### src/rtl/alarm_pkg.sv
// Shared encodings for the alarm sequencing controller.
// Latency: n/a (constants and a helper function only).
// Backpressure: n/a.
package alarm_pkg;

    // Visible state codes; 6 and 7 are illegal and recover to DISARMED
    localparam logic [2:0] ST_DISARMED    = 3'd0;
    localparam logic [2:0] ST_EXIT_DELAY  = 3'd1;
    localparam logic [2:0] ST_ARMED_AWAY  = 3'd2;
    localparam logic [2:0] ST_ARMED_NIGHT = 3'd3;
    localparam logic [2:0] ST_ENTRY_DELAY = 3'd4;
    localparam logic [2:0] ST_ALARM       = 3'd5;

    // Origin of an alarm, used to pick the re-arm target after the siren
    localparam logic MODE_AWAY  = 1'b0;
    localparam logic MODE_NIGHT = 1'b1;

    // Armed indicator covers every state from ARMED_AWAY through ALARM
    function automatic logic is_armed(input logic [2:0] s);
        return (s >= ST_ARMED_AWAY) && (s <= ST_ALARM);
    endfunction

endpackage

### src/rtl/alarm_ctrl_delay_counter.sv
// Tick-driven down counter that flags expiry of a timed state.
// Latency: expire is combinational from the count and the current tick.
// Backpressure: none; load has priority over decrement.
module delay_counter #(
    parameter int CNT_W = 8
) (
    input  logic             clk,
    input  logic             reset,
    input  logic             load,
    input  logic [CNT_W-1:0] load_val,
    input  logic             tick,
    output logic             expire
);

    logic [CNT_W-1:0] r_cnt;
    logic             r_loaded_zero;

    // Load on state entry, otherwise count down one per tick until zero
    always_ff @(posedge clk or posedge reset) begin
        if (reset) begin
            r_cnt         <= '0;
            r_loaded_zero <= 1'b0;
        end else if (load) begin
            r_cnt         <= load_val;
            r_loaded_zero <= (load_val == '0);
        end else if (tick && (r_cnt != '0)) begin
            r_cnt <= r_cnt - 1'b1;
        end
    end

    // A zero-length delay expires immediately, independent of tick
    assign expire = (tick && (r_cnt == CNT_W'(1))) || ((r_cnt == '0) && r_loaded_zero);

endmodule

### src/rtl/alarm_ctrl.sv
// Arm/disarm sequencer driving the alarm block's N/X mode lines and the siren.
// Latency: every output is registered, reflecting the state entered on the edge.
// Backpressure: none; requests are one-cycle strobes, late ones are dropped.
module alarm_ctrl
    import alarm_pkg::*;
#(
    parameter int EXIT_TICKS  = 8,
    parameter int ENTRY_TICKS = 10,
    parameter int SIREN_TICKS = 30,
    parameter int CNT_W       = 8
) (
    input  logic       clk,
    input  logic       reset,
    input  logic       tick,
    input  logic       arm_away,
    input  logic       arm_night,
    input  logic       disarm,
    input  logic       W,
    input  logic       D,
    input  logic       G,
    input  logic       A,
    output logic       N,
    output logic       X,
    output logic       siren,
    output logic       armed,
    output logic       arm_err,
    output logic [2:0] state_o
);

    logic [2:0]       r_state;
    logic             r_mode;
    logic [2:0]       w_next;
    logic             w_mode_nxt;
    logic             w_secure;
    logic             w_expire;
    logic             w_load;
    logic [CNT_W-1:0] w_load_val;
    logic             w_arm_err;
    logic             w_n;
    logic             w_x;
    logic             w_siren;
    logic             w_armed;

    assign w_secure = W & D & G;

    delay_counter #(.CNT_W(CNT_W)) u_delay (
        .clk      (clk),
        .reset    (reset),
        .load     (w_load),
        .load_val (w_load_val),
        .tick     (tick),
        .expire   (w_expire)
    );

    // State, mode and registered outputs all update on the same edge
    always_ff @(posedge clk or posedge reset) begin
        if (reset) begin
            r_state <= ST_DISARMED;
            r_mode  <= MODE_AWAY;
            N       <= 1'b0;
            X       <= 1'b0;
            siren   <= 1'b0;
            armed   <= 1'b0;
            arm_err <= 1'b0;
        end else begin
            r_state <= w_next;
            r_mode  <= w_mode_nxt;
            N       <= w_n;
            X       <= w_x;
            siren   <= w_siren;
            armed   <= w_armed;
            arm_err <= w_arm_err;
        end
    end

    assign state_o = r_state;

    // Next-state selection; disarm overrides every other event
    always_comb begin
        w_next    = r_state;
        w_arm_err = 1'b0;
        if (disarm) begin
            w_next = ST_DISARMED;
        end else begin
            case (r_state)
                ST_DISARMED: begin
                    if (arm_away && arm_night) begin
                        w_arm_err = 1'b1;
                    end else if (arm_away || arm_night) begin
                        if (!w_secure)     w_arm_err = 1'b1;
                        else if (arm_away) w_next    = ST_EXIT_DELAY;
                        else               w_next    = ST_ARMED_NIGHT;
                    end
                end
                ST_EXIT_DELAY: begin
                    if (w_expire) w_next = ST_ARMED_AWAY;
                end
                ST_ARMED_AWAY: begin
                    if (A) w_next = (!D && W && G) ? ST_ENTRY_DELAY : ST_ALARM;
                end
                ST_ENTRY_DELAY: begin
                    if (!W || !G || w_expire) w_next = ST_ALARM;
                end
                ST_ARMED_NIGHT: begin
                    if (A) w_next = ST_ALARM;
                end
                ST_ALARM: begin
                    if (w_expire) w_next = (r_mode == MODE_NIGHT) ? ST_ARMED_NIGHT : ST_ARMED_AWAY;
                end
                default: w_next = ST_DISARMED;
            endcase
        end
    end

    // Counter reload and alarm-origin tracking keyed off the state being entered
    always_comb begin
        w_load     = (w_next != r_state);
        w_load_val = '0;
        case (w_next)
            ST_EXIT_DELAY:  w_load_val = CNT_W'(EXIT_TICKS);
            ST_ENTRY_DELAY: w_load_val = CNT_W'(ENTRY_TICKS);
            ST_ALARM:       w_load_val = CNT_W'(SIREN_TICKS);
            default:        w_load_val = '0;
        endcase
        w_mode_nxt = r_mode;
        if (w_next == ST_ARMED_AWAY)  w_mode_nxt = MODE_AWAY;
        if (w_next == ST_ARMED_NIGHT) w_mode_nxt = MODE_NIGHT;
    end

    // Output decode from the next state so the registered outputs match state_o
    always_comb begin
        w_n     = (w_next == ST_ARMED_NIGHT) ||
                  ((w_next == ST_ALARM) && (w_mode_nxt == MODE_NIGHT));
        w_x     = (w_next == ST_ARMED_AWAY) || (w_next == ST_ENTRY_DELAY) ||
                  ((w_next == ST_ALARM) && (w_mode_nxt == MODE_AWAY));
        w_siren = (w_next == ST_ALARM);
        w_armed = is_armed(w_next);
    end

endmodule

### config.mk
export PLATFORM = sky130hd
export DESIGN_NAME = alarm_ctrl
export DESIGN_NICKNAME = d
export VERILOG_FILES = /design/src/rtl/alarm_pkg.sv /design/src/rtl/alarm_ctrl_delay_counter.sv /design/src/rtl/alarm_ctrl.sv
export SDC_FILE = /design/constraint.sdc
export NUM_CORES = 1
export LEC_CHECK = 0
export ABC_CLOCK_PERIOD_IN_PS = 2500
export CAP_MARGIN = 20
export CORE_MARGIN = 2
export CORE_UTILIZATION = 45
export DETAILED_ROUTE_END_ITERATION = 7
export PLACE_DENSITY_LB_ADDON = 0.05
export SLEW_MARGIN = 20
export SYNTH_ARGS = -nofsm -noshare
export SYNTH_HDL_FRONTEND = slang
export SYNTH_SLANG_ARGS = --single-unit
### constraint.sdc
create_clock -name clk -period 2.5 [get_ports clk]
set_input_delay 0.25 -clock clk [delete_from_list [all_inputs] [get_ports clk]]
set_output_delay 0.25 -clock clk [all_outputs]
set_load 0.05 [all_outputs]
# [Word-level counts from Yosys, hierarchy flattened]
# Index checks and enable logic that the tools add are counted.
[totals] register_bits=18
[op_classes] addsub=1 n_lt_le_gt_ge=2 eq_ne=12 mux=23 bitwise=3 n_reduce_logical=24
[ops] cell="$mux 3" n=9
[ops] cell="$pmux 3 s6" n=1
[ops] cell="$logic_not 8->1" n=2
[ops] cell="$mux 8" n=2
[ops] cell="$pmux 5 s3" n=1
[ops] cell="$eq 3x2->1 const B" n=4
[ops] cell="$eq 3x3->1 const B" n=4
[ops] cell="$logic_and 1x1->1" n=9
[ops] cell="$mux 1" n=9
[ops] cell="$eq 8x1->1 const B" n=1
[ops] cell="$reduce_bool 8->1" n=1
[ops] cell="$sub 8x1->8 const B" n=1
[ops] cell="$logic_or 1x1->1" n=7
[ops] cell="$eq 3x1->1 const B" n=2
[ops] cell="$ge 3x2->1 const B" n=1
[ops] cell="$le 3x3->1 const B" n=1
[ops] cell="$logic_not 1->1" n=3
[ops] cell="$logic_not 3->1" n=1
[ops] cell="$ne 3x3->1" n=1
[ops] cell="$and 1x1->1" n=2
[ops] cell="$mux 2" n=1
[ops] cell="$reduce_bool 2->1" n=1
[ops] cell="$not 1->1" n=1

# [Logic depth before layout (Yosys ltp)]
# Gate-level depths: netlist of run 1.
[depth] depth_word=13 depth_mapped=8 depth_no_buf=8

# [Modules after synthesis]
# From an unflattened synthesis of run 1, not the netlist that was laid out.
[unflattened] cells_unflattened=126 hier_area_um2=1191.1
[by_module_without_submodules] module="delay_counter" n_inst=1 cells_each=65 area_each_um2=606.8
[by_module_without_submodules] module="alarm_ctrl" n_inst=1 cells_each=61 area_each_um2=584.3

# [Least setup slack after synthesis of run 1]
# No wires, ideal clock.
[synth_path] path_type="flip-flop to flip-flop" start="register r_state[1], in the netlist state_o[1]" end="register u_delay.r_cnt[1]" setup_ns=0.125 arrival_ns=2.154 required_time_ns=2.375 path_slack_ns=0.221 stages_incl_launch_ff=7 path_cell_list="dfrtp_1 -> buf_2 -> o21ai_0 -> a32o_1 -> o32ai_2 -> a21o_1 -> mux2_4"
[synth_between] elab_chain_len=8 elab_cells_between_ends=23
[synth_rtl] element="start, declared" line="alarm_ctrl.sv:30" rtl="logic [2:0] r_state;"
[synth_rtl] element="start signal, assigned" line="alarm_ctrl.sv:66" rtl="r_state <= w_next;"
[synth_rtl] element="$mux 3" line="alarm_ctrl.sv:90" rtl="if (!w_secure) w_arm_err = 1'b1;"
[synth_rtl] element="$mux 3" line="alarm_ctrl.sv:89" rtl="end else if (arm_away || arm_night) begin"
[synth_rtl] element="$mux 3" line="alarm_ctrl.sv:87" rtl="if (arm_away && arm_night) begin"
[synth_rtl] element="$pmux 3 s6" line="alarm_ctrl.sv:85" rtl="case (r_state)"
[synth_rtl] element="$mux 3" line="alarm_ctrl.sv:82" rtl="if (disarm) begin"
[synth_rtl] element="$eq 3x3->1 or $eq 3x1->1 (tied branches)" line="alarm_ctrl.sv:119" rtl="case (w_next)"
[synth_rtl] element="$pmux 5 s3" line="alarm_ctrl.sv:119"
[synth_rtl] element="$mux 8" line="alarm_ctrl_delay_counter.sv:23" rtl="end else if (load) begin"
[synth_rtl] element="end signal, assigned" line="alarm_ctrl_delay_counter.sv:24" rtl="r_cnt <= load_val;"
[synth_rtl] element="end signal, assigned" line="alarm_ctrl_delay_counter.sv:27" rtl="r_cnt <= r_cnt - 1'b1;"
[synth_rtl] element="end, declared" line="alarm_ctrl_delay_counter.sv:15" rtl="logic [CNT_W-1:0] r_cnt;"
# Several ways; a longest one is shown, not always the timed one.
# A chain may end at the register's enable or synchronous reset.

# [Final worst setup path of run 1]
[layout_path] start="register u_delay.r_cnt[4]" end="register X"
[layout_between] elab_chain_len=13 elab_cells_between_ends=21
[layout_rtl] element="$eq 8x1->1 or $logic_not 8->1 (tied branches)" line="alarm_ctrl_delay_counter.sv:32" rtl="assign expire = (tick && (r_cnt == CNT_W'(1))) || ((r_cnt == '0) && r_loaded_zero);"
[layout_rtl] element="$logic_and 1x1->1" line="alarm_ctrl_delay_counter.sv:32"
[layout_rtl] element="$logic_or 1x1->1 *" line="alarm_ctrl_delay_counter.sv:32"
[layout_rtl] element="$logic_or 1x1->1" line="alarm_ctrl.sv:102" rtl="if (!W || !G || w_expire) w_next = ST_ALARM;"
[layout_rtl] element="$mux 3" line="alarm_ctrl.sv:102"
[layout_rtl] element="$pmux 3 s6 *" line="alarm_ctrl.sv:85"
[layout_rtl] element="$mux 3 *" line="alarm_ctrl.sv:82"
[layout_rtl] element="via w_next[2]" line="alarm_ctrl.sv:32" rtl="logic [2:0] w_next;"
[layout_rtl] element="$eq 3x2->1" line="alarm_ctrl.sv:126, alarm_ctrl.sv:134"
[layout_rtl] element="$mux 1" line="alarm_ctrl.sv:126" rtl="if (w_next == ST_ARMED_AWAY) w_mode_nxt = MODE_AWAY;"
[layout_rtl] element="$mux 1" line="alarm_ctrl.sv:127" rtl="if (w_next == ST_ARMED_NIGHT) w_mode_nxt = MODE_NIGHT;"
[layout_rtl] element="$not 1->1" line="alarm_ctrl.sv:135" rtl="((w_next == ST_ALARM) && (w_mode_nxt == MODE_AWAY));"
[layout_rtl] element="$logic_and 1x1->1" line="alarm_ctrl.sv:135"
[layout_rtl] element="$logic_or 1x1->1 *" line="alarm_ctrl.sv:134" rtl="w_x = (w_next == ST_ARMED_AWAY) || (w_next == ST_ENTRY_DELAY) ||"
[layout_rtl] element="via w_x" line="alarm_ctrl.sv:40" rtl="logic w_x;"
[layout_rtl] element="end signal, assigned" line="alarm_ctrl.sv:69" rtl="X <= w_x;"
[layout_rtl] element="end, declared" line="alarm_ctrl.sv:23" rtl="output logic X,"
# Mark *: on every way through the listed nets, which the timed path passes. The rest lies on a longest branch.

==> flow_metrics.tcl, run 1 <==
set metrics [dict create \
    run_status "completed" \
    crit_arrival_ns 2.40 \
    die_area_sq_um 2910 \
    cts_h_tree_depth 1 \
    row_count 18 \
    timing_max_transition_violations_final 0 \
    synth_enable_flop_cells 0 \
    root_buffer "clkbuf_4" \
    fp.coreArea_sq_um 2410 \
    drt_drc 0 \
    boundary_pins 18 \
    finalNetCount 149 \
    max_slew.worst_pin.slew_ns 0.682 \
    share_of_the_clock_period_used_by_the_worst_path 0.886 \
    place_worst_setup_slack_ns 0.202 \
    die_h_um 53.9 \
    route.vias.total 925 \
    floorplan.initialDensity 0.466 \
    synthDominantCellAreaShare 0.401 \
    drive_gt1_frac 0.157 \
    finalWorstPathRequiredPeriod_ns 2.21 \
    post_synth.cell_area_avg_sq_um 9.93 \
    timing.final.hold_violations 0 \
    power.ir.vdd_worst_uv 523 \
    fmaxAchievable_ghz 0.452 \
    cellLeakagePower_nw 0.572 \
    drt.antenna.violating_nets 0 \
    critical_path.startpoint "u_delay.r_cnt[4]" \
    synth-main-ff-cell "dfrtp_1" \
    tritoncts "built" \
    clock-sinks 18 \
    hold_buffers 0 \
    rsz0062_at_grt "no" \
    vias_per_cell 5.64 \
    timing.hold.worst.class "in -> async" \
    synthDistinctLibCells 41 \
    ctsResizeCount 0 \
    synth_warnings 0 \
    synthCells 113 \
    synth_top_cells_by_area "dfrtp_1 40%, nor2_1 5.0%, a21oi_1 4.9%, a31oi_4 3.8%, ha_1 3.3%" \
    r2r_cells 6 \
    grt_use_total 0.176 \
    place_congestion 0.945 \
    worstPathRequired_ns 2.68 \
    horizontal_extent_of_the_die_um 53.9 \
    dp.final_hpwl_um 1750 \
    drv.max_cap_violation_count 0 \
    portBuffers 17 \
    start_of_the_worst_register_to_register_path "u_delay.r_cnt[4]" \
    post-cts-setup-buffers 0 \
    syn_nets 126 \
    cts_inserted_buffers 3 \
    critical_path_peak_fanout 6 \
    power.density_nw_per_um2 1080 \
    globalRouteOverflowTotal 0 \
    via_count_of_the_first_global_routing_pass 858 \
    max-slew-margin-rel 0.545 \
    cts-root-to-sink-buffers 2 \
    finalCoreUtilization 0.567 \
    postRouteWirelength_um 2350 \
    grt_antenna_before_repair 0 \
    worstSkewPairLatency_ns 0.29 \
    timing.critical_path.cells "nor4_4, nand3_2, a31oi_1, nor2_1, or2_1, o31a_1" \
    ys_ff_latch 18 \
    post-route-worst-setup-slack_ns 0.286 \
    kind_of_end_point_of_the_critical_path "register" \
    detailedRoute.firstIterationViolations 30 \
    path_class "reg -> reg" \
    worst_path_largest_cell_delay_ns 0.49 \
    clkTransAtPathRegs_ns 0.10 \
    largest_net_degree_at_the_start_of_global_routing 19 \
    synth-seq-area-share 0.401 \
    timing.final.setup_violations 0 \
    async_flop_share 1.00 \
    synthesis.area_sq_um 1120 \
    setup.worst_path.start_class "register" \
    fin_worst_hold_slack_ns 0.350 \
    tns_ns 0 \
    detail_route.first_pass.iterations 4 \
    synth.largest_area_cell "dfrtp_1" \
    areaGrowthSynthToFinish_pct 21.9 \
    timing.critical_path.slowest_stage_cell "nor4_4" \
    diode_insertion_count_for_antenna_repair 0 \
    first_pass_grt_wire_length_um 3750 \
    drt-wirelength-per-cell_um 14.3 \
    skew_ns 0.00210 \
]
synthesized netlist by cell type, drive strengths merged, types with 2 or more instances:
cell type	instances
dfrtp	18
nor2	16
a21oi	12
inv	5
a31oi	4
nand2	4
nand3	4
nor3	4
xor2	4
buf	3
ha	3
mux2	3
nand2b	3
xnor2	3
a211o	2
a21o	2
nand4	2
nor4b	2
o21a	2
o21ai	2
or2	2
per-layer routing:
| layer | vias to the layer above | track usage | part of all wire |
|---|---|---|---|
| met4 | 0 | 0.0812 | 0.0047 |
| met2 | 27 | 0.272 | 0.45 |
| met3 | 2 | 0.0222 | 0.057 |
| li1 | 452 | - | - |
| met1 | 444 | 0.243 | 0.49 |
| met5 | - | 0 | 0 |
where the power goes:
part           internal, mW  switching, mW
sequential            0.380          0.104
clock                0.0560         0.0885
combinational         0.374          0.468
registers in the layout, summed over array words and instances, names as in the netlist:
name / cells
r_mode: 1
armed: 1
u_delay.r_cnt: 8
siren: 1
u_delay.r_loaded_zero: 1
N: 1
X: 1
arm_err: 1
state_o: 3
cell families (layout without fill, tap and decap cells):
family,after synthesis,count (layout),share of synthesized area
adders and majority gates,3,3,0.0334
AOI/OAI and AO/OA,33,33,0.240
DFF,18,18,0.401
buffers and inverters,8,29,0.0301
and+or+nand+nor,40,40,0.195
muxes,4,4,0.0457
xor gates and xnor gates,7,7,0.0546
worst max-delay path: cells and delay by family (launching register included):
family	cells	cell delay (ns)
AOI/OAI and AO/OA	2	0.51
and+or+nand+nor	4	1.13
DFF	1	0.46
layout by cell type (no fill, tap or decap), types with 2 or more instances in the layout:
| cell | synthesis | final |
|---|---|---|
| nor3_1 | 4 | 4 |
| clkdlybuf4s50_1 | 0 | 17 |
| nand3_1 | 3 | 3 |
| o21a_1 | 2 | 2 |
| nand4_1 | 2 | 2 |
| xnor2_1 | 3 | 3 |
| a21oi_1 | 11 | 11 |
| a21o_1 | 2 | 2 |
| clkbuf_4 | 0 | 3 |
| nor4b_1 | 2 | 2 |
| nor2_1 | 15 | 15 |
| nand2b_1 | 3 | 3 |
| ha_1 | 3 | 3 |
| mux2_4 | 2 | 2 |
| dfrtp_1 | 18 | 18 |
| a31oi_1 | 2 | 2 |
| a31oi_4 | 2 | 2 |
| o21ai_0 | 2 | 2 |
| xor2_1 | 4 | 4 |
| buf_4 | 0 | 4 |
| inv_1 | 5 | 5 |
| nand2_1 | 4 | 4 |
layout make-up:
type                       count  area, sq um
clock buffer                   3         22.5
fill                         222         1040
inverter                       5         18.8
multi-input combinational     87          638
sequential                    18          450
tap                           30         37.5
timing repair buffer          21          200
through the flow:
step	cell area, sq um	power [mW]	std cells
global route	1370	1.58	164
CTS	1370	1.48	164
detailed placement	1350	1.33	161
global placement	1350	1.32	161
floorplan	1120	1.12	113
finish	1370	1.47	164
final timing paths:
check | endpoint | slack, ns
min reg2reg | u_delay.r_loaded_zero | 0.56
max reg2reg | X | 0.29
min in group clk | u_delay.r_loaded_zero | 0.56
max | X | 0.29
min | armed | 0.35
max in group asynchronous | u_delay.r_cnt[1] | 1.72
No activity file was read; power rests on OpenSTA's default activity.
==> inputs of run 2 (changes only) <==
--- a/config.mk
+++ b/config.mk
@@ -11,6 +11,7 @@
 export CORE_UTILIZATION = 45
 export DETAILED_ROUTE_END_ITERATION = 7
 export PLACE_DENSITY_LB_ADDON = 0.05
+export REMOVE_ABC_BUFFERS = 1
 export SLEW_MARGIN = 20
 export SYNTH_ARGS = -nofsm -noshare
 export SYNTH_HDL_FRONTEND = slang
==> run 2 against run 1 <==
Worst setup slack worse by 0.027 ns; sequential share of layout area is 0.15 points lower; design area grew 0.46%; via count shrank 0.43%; non-clock buffer count is 1 lower; combinational power about the same; global-route usage is 0.90 points higher; flip-flop and latch count did not move; sequential power about the same; critical endpoint is now u_delay.r_cnt[1]; largest power group unchanged; highest routed layer unchanged.
==> flow_metrics.tcl, run 2 (synthesized netlist as in run 1, its figures left out) <==
set metrics [dict create \
    run_status "completed" \
    timing.final.setup_violations 0 \
    path_class "reg -> reg" \
    postRouteWirelength_um 2350 \
    place_congestion 0.783 \
    cts-root-to-sink-buffers 2 \
    place_worst_setup_slack_ns 0.193 \
    final_common_cell "dfrtp_1" \
    grt_use_total 0.185 \
    cellLeakagePower_nw 0.574 \
    power.ir.vdd_worst_uv 644 \
    first_pass_grt_wire_length_um 3850 \
    registers.top_by_ff_count "u_delay.r_cnt" \
    setup.worst_path.start_class "register" \
    rsz0062_at_grt "no" \
    portBuffers 17 \
    clock-sinks 18 \
    finalCoreUtilization 0.570 \
    ctsResizeCount 0 \
    root_buffer "clkbuf_4" \
    timing.critical_path.cells "nand3b_1, o21ai_0, a32o_1, o32ai_2, a21o_1, mux2_4" \
    worst_path_largest_cell_delay_ns 0.63 \
    vias_per_cell 5.62 \
    clkTransAtPathRegs_ns 0.11 \
    floorplan.initialDensity 0.466 \
    drt.antenna.violating_nets 0 \
    path_delay_family "compound AO/OA/AOI/OAI gates" \
    largest_net_degree_at_the_start_of_global_routing 19 \
    post-cts-setup-buffers 0 \
    die_area_sq_um 2910 \
    share_of_the_clock_period_used_by_the_worst_path 0.897 \
    timing.critical_path.slowest_stage_cell "dfrtp_1" \
    most-common-layout-cells "18 x dfrtp_1, 17 x clkdlybuf4s50_1, 15 x nor2_1" \
    timing.final.hold_violations 0 \
    critical_path.n_buffers_inverters 0 \
    skew_ns 0.00905 \
    dp.final_hpwl_um 1730 \
    critical_path_peak_fanout 14 \
    route.vias.total 921 \
    non_filler_instance_count_after_layout 164 \
    tns_ns 0 \
    crit_arrival_ns 2.45 \
    timing.hold.worst.class "in -> async" \
    detailedRoute.firstIterationViolations 13 \
    drt-wirelength-per-cell_um 14.3 \
    die_h_um 53.9 \
    finalWorstPathRequiredPeriod_ns 2.24 \
    dpl_cell_area_sq_um 1340 \
    power.density_nw_per_um2 1100 \
    grt_antenna_before_repair 0 \
    post-route-worst-setup-slack_ns 0.259 \
    globalRouteOverflowTotal 0 \
    finalNetCount 148 \
    worstPathRequired_ns 2.71 \
    tritoncts "built" \
    drt_drc 0 \
    worstSkewPairLatency_ns 0.31 \
    hold_buffers 0 \
    cts_inserted_buffers 3 \
    detail_route.first_pass.iterations 4 \
    row_count 18 \
    fin_worst_hold_slack_ns 0.324 \
    areaGrowthSynthToFinish_pct 22.4 \
    grt_use_met2 0.258 \
    max-slew-margin-rel 0.544 \
    drv.max_cap_violation_count 0 \
    power.total_mw 1.51 \
    fmaxAchievable_ghz 0.446 \
    fillerInstances 220 \
    fp.coreArea_sq_um 2410 \
    via_count_of_the_first_global_routing_pass 836 \
    cts_h_tree_depth 1 \
    horizontal_extent_of_the_die_um 53.9 \
    globalRoute.busiestLayer "met1" \
    diode_insertion_count_for_antenna_repair 0 \
    final_area_sq_um 1370 \
    drive_gt1_frac 0.157 \
    max_slew.worst_pin.slew_ns 0.683 \
    number_of_flip_flops_in_the_largest_register 8 \
    kind_of_end_point_of_the_critical_path "register" \
    globalRouteMet3Util 0.0333 \
    global_route.usage.met1 0.282 \
    timing_max_transition_violations_final 0 \
    place_inst 160 \
    boundary_pins 18 \
]
## run 2: changes by cell type in the layout (fill, tap and decap cells not counted), sizes merged
| cell | before | now |
|---|---|---|
| clkbuf | 3 | 4 |
| buf | 4 | 3 |
## run 2: metal layers
| layer | wire [um] | vias up |
|---|---|---|
| li1 | - | 449 |
| met1 | 1180 | 450 |
| met2 | 1050 | 20 |
| met3 | 96 | 2 |
| met4 | 22 | 0 |
| met5 | 0 | - |
## run 2: path summary, 6_finish.rpt
check / start / to / slack (ns) / depth (start not counted)
worst max-delay path: state_o[2] / u_delay.r_cnt[1] / 0.26 / 6
worst min-delay path: reset / armed / 0.32 / 2
worst max register to register: state_o[2] / u_delay.r_cnt[1] / 0.26 / 6
worst min register to register: u_delay.r_loaded_zero / u_delay.r_loaded_zero / 0.57 / 1
max in group asynchronous: reset / u_delay.r_cnt[0] / 1.74 / 2
min in group clk: u_delay.r_loaded_zero / u_delay.r_loaded_zero / 0.57 / 1
## run 2: area by class of cell
type	instances	area [sq um]	area share
clock buffer	4	36.3	0.0264
tap	30	37.5	0.0273
multi-input combinational	87	638	0.464
sequential	18	450	0.328
inverter	5	18.8	0.0137
timing repair buffer	20	193	0.140
## run 2: report_power, final
part / leakage [nW] / internal, mW / switching (mW) / total (mW)
logic: 0.319 / 0.372 / 0.468 / 0.841
registers: 0.234 / 0.380 / 0.105 / 0.485
clock network: 0.0210 / 0.0891 / 0.0999 / 0.189
total: 0.574 / 0.841 / 0.673 / 1.51
## run 2: worst register-to-register path, delay by kind of cell (launching register included)
family | cells | cell delay (ns)
mux | 1 | 0.31
compound gates | 4 | 1.04
simple gates | 1 | 0.16
flops | 1 | 0.63
